`src/rtl/spdif_encoder.sv`:
```
// I2S-to-S/PDIF transmitter: captures stereo PCM from a Philips I2S stream and
// emits a free-running IEC 60958 biphase-mark line with B/M/W preambles.
module spdif_encoder #(
  parameter int unsigned HALF_CLKS = 8,
  parameter logic [31:0] CS_WORD   = 32'h0000_0004
) (
  input  logic clk_in,
  input  logic reset,
  input  logic i2s_bck,
  input  logic i2s_ws,
  input  logic i2s_d0,
  output logic spdif_out,
  output logic frame_start,
  output logic block_start
);

  typedef enum logic {SUB_L = 1'b0, SUB_R = 1'b1} sub_t;

  localparam logic [7:0] PRE_B     = 8'b1110_1000;
  localparam logic [7:0] PRE_M     = 8'b1110_0010;
  localparam logic [7:0] PRE_W     = 8'b1110_0100;
  localparam logic [7:0] HALF_LAST = 8'(HALF_CLKS - 1);

  // I2S capture
  logic [1:0]  bck_s, ws_s, d0_s;
  logic        bck_d, ws_prev, bck_rise;
  logic [4:0]  cnt;
  logic [23:0] cap, cap_ins, hold_l, hold_r;

  always_comb begin
    bck_rise = bck_s[1] & ~bck_d;
    cap_ins  = cap;
    if (cnt < 5'd24) cap_ins[5'd23 - cnt] = d0_s[1];
  end

  always_ff @(posedge clk_in) begin
    if (reset) begin
      bck_s   <= '0;
      ws_s    <= '0;
      d0_s    <= '0;
      bck_d   <= 1'b0;
      ws_prev <= 1'b0;
      cnt     <= '0;
      cap     <= '0;
      hold_l  <= '0;
      hold_r  <= '0;
    end else begin
      bck_s <= {bck_s[0], i2s_bck};
      ws_s  <= {ws_s[0], i2s_ws};
      d0_s  <= {d0_s[0], i2s_d0};
      bck_d <= bck_s[1];
      if (bck_rise) begin
        // A ws change marks this bit as the old word's LSB: absorb it, then commit.
        if (ws_s[1] != ws_prev) begin
          if (!ws_prev) hold_l <= cap_ins;
          else          hold_r <= cap_ins;
          cap     <= '0;
          cnt     <= '0;
          ws_prev <= ws_s[1];
        end else begin
          cap <= cap_ins;
          if (cnt != 5'd31) cnt <= cnt + 5'd1;
        end
      end
    end
  end

  // Frame sequencer and line coder
  logic [7:0]  hcnt;
  logic [5:0]  hidx;
  sub_t        sub;
  logic [7:0]  frame;
  logic [23:0] tx_l, tx_r, word;
  logic [4:0]  slot;
  logic [8:0]  pat9;
  logic [3:0]  pk;
  logic        load, c_bit, parity, data_bit, toggle;

  always_comb begin
    load   = (hcnt == 8'd0) && (hidx == 6'd0) && (sub == SUB_L);
    word   = (sub == SUB_R) ? tx_r : tx_l;
    c_bit  = (frame < 8'd32) ? CS_WORD[frame[4:0]] : 1'b0;
    parity = ^{word, c_bit};
    slot   = hidx[5:1];
    case (slot)
      5'd28, 5'd29: data_bit = 1'b0;
      5'd30:        data_bit = c_bit;
      5'd31:        data_bit = parity;
      default:      data_bit = word[slot - 5'd4];
    endcase
    if (sub == SUB_R)       pat9 = {1'b0, PRE_W};
    else if (frame == 8'd0) pat9 = {1'b0, PRE_B};
    else                    pat9 = {1'b0, PRE_M};
    pk = {1'b0, hidx[2:0]};
    // Preambles are coded as level changes so the pattern follows the prior line level.
    if (hidx < 6'd8)   toggle = pat9[4'd7 - pk] ^ pat9[4'd8 - pk];
    else if (!hidx[0]) toggle = 1'b1;
    else               toggle = data_bit;
  end

  always_ff @(posedge clk_in) begin
    if (reset) begin
      hcnt        <= '0;
      hidx        <= '0;
      sub         <= SUB_L;
      frame       <= '0;
      tx_l        <= '0;
      tx_r        <= '0;
      spdif_out   <= 1'b0;
      frame_start <= 1'b0;
      block_start <= 1'b0;
    end else begin
      frame_start <= load;
      block_start <= load && (frame == 8'd0);
      if (hcnt == 8'd0) spdif_out <= spdif_out ^ toggle;
      if (load) begin
        tx_l <= hold_l;
        tx_r <= hold_r;
      end
      if (hcnt == HALF_LAST) begin
        hcnt <= '0;
        hidx <= hidx + 6'd1;
        if (hidx == 6'd63) begin
          if (sub == SUB_R) begin
            sub   <= SUB_L;
            frame <= (frame == 8'd191) ? 8'd0 : frame + 8'd1;
          end else begin
            sub <= SUB_R;
          end
        end
      end else begin
        hcnt <= hcnt + 8'd1;
      end
    end
  end

endmodule

```
`config.mk`:
```
export PLATFORM = sky130hd
export DESIGN_NAME = spdif_encoder
export DESIGN_NICKNAME = d
export VERILOG_FILES = /design/src/rtl/spdif_encoder.sv
export SDC_FILE = /design/constraint.sdc
export NUM_CORES = 1
export LEC_CHECK = 0
export BUFFER_PORTS_ARGS = -buffer_cell sky130_fd_sc_hd__buf_4
export CAP_MARGIN = 40
export CORE_AREA = 2 2 107 135
export DETAILED_ROUTE_END_ITERATION = 8
export DIE_AREA = 0 0 109 137
export PLACE_DENSITY = 0.65
export SLEW_MARGIN = 20
export SYNTH_ARGS = -nofsm -noshare
export SYNTH_HDL_FRONTEND = slang
export SYNTH_SLANG_ARGS = --single-unit
export TNS_END_PERCENT = 30
```
`constraint.sdc`:
```
create_clock -name clk_in -period 7.5 [get_ports clk_in]
set_clock_uncertainty 0.15 [all_clocks]
set_input_delay 1.875 -clock clk_in [delete_from_list [all_inputs] [get_ports clk_in]]
set_output_delay 1.875 -clock clk_in [all_outputs]
set_load 0.01 [all_outputs]
```
==> flow_summary_export.csv, run 1 <==
group,metric,value,unit
setup_path,crit_buf_inv,3,
pwr,p_per_area,226.4,mW/mm^2
final_layout,drive_gt1_frac,0.08493,
grt,grt_max_degree,80,
final_layout,utilization,0.5885,
detailed_routing,vias,5516,
floorplan,rows,48,
setup_path,critical_path.startpoint_type,"primary input",
clock_network,post_cts_buffers,0,
clock_network,clk_latency,0.42,ns
final_layout,final_common_cell,"dfxtp_1",
clock_network,cts_resized,0,
synth,async_reset_ff_frac,0,
final_layout,layout_common_cells,"dfxtp_1, nor2_1, nand2_1",
detailed_routing,dr.pass1.iters,5,
synth,synth_area,0.007331,mm^2
pwr,peakVddDrop,0.1448,mV
setup_path,critPathSlowestCell,"buf_4",
floorplan,start_util,0.5377,
sta,setup_viol,0,
clock_network,cts_sinks,160,
clock_network,cts_tree,"built",
setup_path,crit_path_frequent_cell,"buf_4",
job,drv_cap,0,
clock_network,ctsHoldBuffers,0,
detailed_routing,wire_per_inst,14.77,um
floorplan,core,0.01363,mm^2
synth,syn_inst,850,
detailed_routing,wirelength,14930,um
setup_path,critPathLaunch,"reset",
setup_path,reg2reg_to,"spdif_out",
clock_network,numCtsBuffers,17,
grt,grt_pass1_vias,5221,
final_layout,diodes,0,
setup_path,cp.depth,4,
synth,ys_warn_count,0,
pwr,power_leakage,2.858,nW
place,dp_slack,4.054,ns
place,place_congestion,0.7808,
place,port-buffer-count,7,
synth,ys_ff_latch,160,
synth,synth_cell_types,47,
setup_path,worstPathRequired,7.63,ns
setup_path,crit_chain,"buf_4, buf_4, buf_16, a211oi_1",
grt,antenna_found_initial,0,
floorplan,die-area,0.01493,mm^2
setup_path,r2r-start,"hidx[1]",
setup_path,critPathMaxStageDelay,0.42,ns
setup_path,endpoint,"hold_r[2]",
detailed_routing,ant_nets,0,
floorplan,chipHeight,137,um
clock_network,clkTransAtPathRegs,0.06,ns
clock_network,clockBufferDepth,2,
synth,syn_area_per_cell,8.624,um^2
grt,overflow,0,
sta,relSlewSlack,0.4567,
sta,totalNegativeSetupSlack,0,ns
setup_path,worstPathMaxFanout,79,
setup_path,rr_worst_depth,9,
run_status,status,"finished clean",
detailed_routing,via_per_inst,5.456,
synth,synth.area.top_cells,"dfxtp_1, nor2_1, nand2_1, mux2i_1, a21oi_1",
sta,rsz0062_at_grt,"no",
clock_network,h-tree-depth,4,
synth,syn_nets,869,
setup_path,r2r_slack,4.55,ns
floorplan,fp.dieW,109,um
setup_path,crit_type,"primary input to flop",
grt,grt_use_total,0.2138,
setup_path,critPathTopFamily,"buffers and inverters",
synth,ys_seq_area_frac,0.4369,
hold_path,hold_class,"flop to flop",
setup_path,crit_path_end_kind,"flop",
clock_network,clock-root-buffer,"clkbuf_16",
final_layout,area_growth,9.438,%
place,dp_hpwl,10100,um
final_layout,layout.nets,842,
synth,synthFlopType,"dfxtp_1",
synth,synth_top_area_cell,"dfxtp_1",
sta,finalHoldViolCount,0,
sta,slew_violations,0,
grt,grt_pass1_wl,25030,um
sta,fin_ws,4.473,ns
sta,worst_slew_pin_slew,0.8138,ns
sta,fmax,0.3304,GHz
floorplan,ios,8,
sta,fin_crit,3.027,ns
detailed_routing,drtIter0Drc,355,
detailed_routing,drc_errors,0,
synth,synth_top_area_share,0.4369,
setup_path,critical_path_arrival,3.16,ns
synth,synth-edff-count,0,
sta,finalCritPeriodShare,0.4036,
Yosys cell counts (all sizes together) (4+ instances only):
master and count:
dfxtp 160, nor2 152, nand2 117, a21oi 81
a211oi 51, clkbuf 46, mux2i 41, xor2 36
xnor2 20, buf 16, inv 16, nand3 15
ha 14, mux4 13, nor2b 10, nor3 10
nand2b 5, o21ai 5, a31oi 4, nand4 4
stage by stage:
stage	area, um^2	instances	total power [mW]	hold WS [ns]
2_1_floorplan	7331	850	0.9581	0.2638
3_3_place_gp	7396	978	0.9700	0.2693
3_5_place_dp	7423	979	0.9736	0.2748
4_1_cts	8023	1011	1.832	0.2901
5_1_grt	8023	1011	1.880	0.3116
6_report	8023	1011	1.816	0.2853
routing by layer:
layer | GRT usage | vias to the layer above | part of all wire | wire length (um)
met4 | 0.09544 | 0 | 0.025 | 374
met1 | 0.2641 | 2548 | 0.45 | 6651
met3 | 0.04333 | 32 | 0.032 | 475
met5 | 0 | - | 0 | 0
li1 | - | 2840 | - | -
met2 | 0.3575 | 96 | 0.50 | 7427
state kept, by name, indices dropped and copies added (netlist names), 2 cells and up, named ones only:
name / cells
hold_r: 24
hcnt: 8
ws_s: 2
cnt: 5
cap: 24
bck_s: 2
hold_l: 24
hidx: 6
frame: 8
tx_l: 24
d0_s: 2
tx_r: 24
logic make-up after synthesis:
| logic type | synth area share |
|---|---|
| and+or+nand+nor | 0.1959 |
| xor gates and xnor gates | 0.07305 |
| DFF | 0.4369 |
| adders and majority gates | 0.02390 |
| AOI/OAI and AO/OA | 0.1272 |
| buffers and inverters | 0.04711 |
| muxes | 0.09592 |
worst min-delay path by stage:
stage	endpoint	start	cells past startpoint	slack, ns
final	d0_s[1]	d0_s[0]	1	0.29
after global placement	bck_s[1]	bck_s[0]	1	0.27
after global routing	ws_s[1]	ws_s[0]	1	0.31
after detailed placement	d0_s[1]	d0_s[0]	1	0.27
after floorplan	bck_s[1]	bck_s[0]	1	0.26
after CTS	d0_s[1]	d0_s[0]	1	0.29
cell type report:
class	instances	area [um^2]
clock buffers	20	466.7
clock inverters	12	132.6
fillers	1184	5610
inverters	16	60.06
multi-input cells	612	3801
flip-flops and latches	160	3203
well taps	175	219.0
repair buffers	16	140.1
report_power, final:
| group | total (mW) | leakage, nW | internal [mW] | switching [mW] |
|---|---|---|---|---|
| combinational | 0.0878 | 1.28 | 0.0261 | 0.0617 |
| clock | 0.862 | 0.289 | 0.517 | 0.345 |
| sequential | 0.866 | 1.29 | 0.859 | 0.00739 |
| total | 1.82 | 2.86 | 1.40 | 0.414 |
(Power assumes the default switching activity.)
==> inputs of run 2 (changes only) <==
==> constraint.sdc (replaced) <==
create_clock -name clk_in -period 3 [get_ports clk_in]
set_clock_uncertainty 0.15 [all_clocks]
set_input_delay 0.75 -clock clk_in [delete_from_list [all_inputs] [get_ports clk_in]]
set_output_delay 0.75 -clock clk_in [all_outputs]
set_load 0.01 [all_outputs]
==> run 2 against run 1 <==
Sequential share of layout area shrank 0.50 points. Critical path depth grew 5. Sequential cell count is the same. First-iteration DRC count shrank 6.5%. Clock power grew to 2.7 times the previous value. Worst setup slack lost 4.2 ns. Critical endpoint is now spdif_out. Combinational power grew to 2.6 times the previous value.
==> flow_summary_export.csv, run 2 (synthesis gave the netlist of run 1 again) <==
group,metric,value,unit
run_status,status,"finished clean",
setup_path,crit_type,"flop to flop",
setup_path,critPathMaxStageDelay,0.63,ns
setup_path,critical_path.startpoint_type,"flop",
job,drv_cap,0,
setup_path,crit_chain,"buf_4, mux2i_1, xnor2_1, xnor3_1, xnor3_1, o2111ai_1, a31oi_1, xor2_1, nor2_1",
hold_path,min_to,"bck_s[1]",
sta,finalHoldViolCount,0,
setup_path,worstPathMaxFanout,12,
floorplan,core,0.01363,mm^2
final_layout,layout.nets,848,
hold_path,hold_class,"flop to flop",
grt,overflow,0,
floorplan,fp.dieW,109,um
setup_path,worstPathRequired,3.16,ns
sta,rsz0062_at_grt,"no",
clock_network,clockBufferDepth,2,
floorplan,chipHeight,137,um
place,place_congestion,0.8656,
place,port-buffer-count,7,
final_layout,layout_common_cells,"dfxtp_1, nor2_1, nand2_1",
place,dp_slack,0.1774,ns
final_layout,area_growth,10.87,%
sta,finalCritPeriodShare,0.9237,
setup_path,critPathSlowestCell,"dfxtp_1",
detailed_routing,via_per_inst,5.479,
final_layout,utilization,0.5962,
clock_network,clkTransAtPathRegs,0.06,ns
pwr,finalPower,4.733,mW
sta,slew_violations,0,
detailed_routing,vias,5567,
pwr,peakVddDrop,0.4115,mV
setup_path,crit_path_frequent_cell,"xnor3_1",
sta,fin_crit,2.771,ns
grt,antenna_found_initial,0,
sta,relSlewSlack,0.4723,
sta,totalNegativeSetupSlack,0,ns
grt,grt_max_degree,130,
final_layout,diodes,0,
clock_network,h-tree-depth,4,
clock_network,cts_sinks,160,
setup_path,rr_worst_depth,9,
sta,fin_ws,0.2289,ns
place,dp_hpwl,10190,um
floorplan,rows,48,
detailed_routing,ant_nets,0,
setup_path,reg2reg_to,"spdif_out",
detailed_routing,wire_per_inst,14.81,um
sta,setup_viol,0,
detailed_routing,drc_errors,0,
clock_network,clock-root-buffer,"clkbuf_16",
hold_path,hold_start,"bck_s[0]",
clock_network,numCtsBuffers,17,
setup_path,crit_path_end_kind,"flop",
grt,grt_pass1_wl,25470,um
clock_network,cts_tree,"built",
clock_network,ctsHoldBuffers,0,
grt,grt_pass1_vias,5305,
floorplan,die-area,0.01493,mm^2
pwr,power_leakage,2.917,nW
detailed_routing,dr.pass1.iters,4,
hold_path,holdPathStages,1,
final_layout,final_common_cell,"dfxtp_1",
sta,worst_slew_pin_slew,0.7904,ns
floorplan,ios,8,
grt,grt_use_total,0.2176,
setup_path,critical_path_arrival,2.93,ns
floorplan,start_util,0.5377,
detailed_routing,wirelength,15050,um
setup_path,r2r_slack,0.23,ns
sta,fmax,0.3609,GHz
final_layout,drive_gt1_frac,0.09156,
clock_network,clk_latency,0.43,ns
pwr,p_per_area,582.4,mW/mm^2
detailed_routing,drtIter0Drc,332,
setup_path,r2r-start,"sub",
==> run 2: metrics by stage <==
step | cell area (um^2) | hold slack, ns | cells
final | 8128 | 0.2873 | 1016
after global routing | 8128 | 0.3085 | 1016
after CTS | 8127 | 0.2892 | 1016
after detailed placement | 7486 | 0.2739 | 985
after global placement | 7486 | 0.2681 | 985
after floorplan | 7331 | 0.2638 | 850
==> run 2: report_power, final <==
group	total [mW]	switching [mW]	leakage (nW)	internal, mW
Combinational	0.231	0.155	1.32	0.0757
Sequential	2.17	0.0182	1.29	2.15
Clock	2.34	0.866	0.309	1.47
==> run 2: worst max-delay path by stage <==
stage             from         to  slack [ns]  cells after the start
6_report           sub  spdif_out        0.23                      9
5_1_grt            sub  spdif_out        0.03                      9
4_1_cts        hidx[1]  spdif_out        0.15                     12
3_5_place_dp   hidx[1]  spdif_out        0.18                     12
3_3_place_gp   hidx[1]  spdif_out        0.23                      8
2_1_floorplan  hidx[1]  spdif_out        0.09                     13
==> run 2: critical path, delay by kind of cell (launching register included) <==
| kind | cells | cell delay [ns] |
|---|---|---|
| XOR/XNOR | 4 | 0.93 |
| flip-flops | 1 | 0.63 |
| AO/OA/AOI/OAI | 2 | 0.34 |
| buffers and inverters | 1 | 0.31 |
| multiplexers | 1 | 0.24 |
| AND/OR/NAND/NOR | 1 | 0.05 |
==> run 2: final cells by class <==
cell class	count	area, um^2
inverter	16	60.06
clock buffer	17	425.4
tap	175	219.0
clock inverter	14	215.2
multi-input combinational	612	3801
sequential	160	3204
timing repair buffer	22	202.7
fill	1210	5505
==> run 2: what timing repair did <==
item / in CTS / in global routing
endpoints found under the setup margin: 0 / 1
gates resized for setup: 0 / 1
setup buffers: 0 / 0
==> run 2: per-layer routing <==
metal  GRT usage  share of wire
met1      0.2577           0.44
met2      0.3768           0.50
met3     0.04381          0.031
met4     0.09687          0.025
met5           0              0
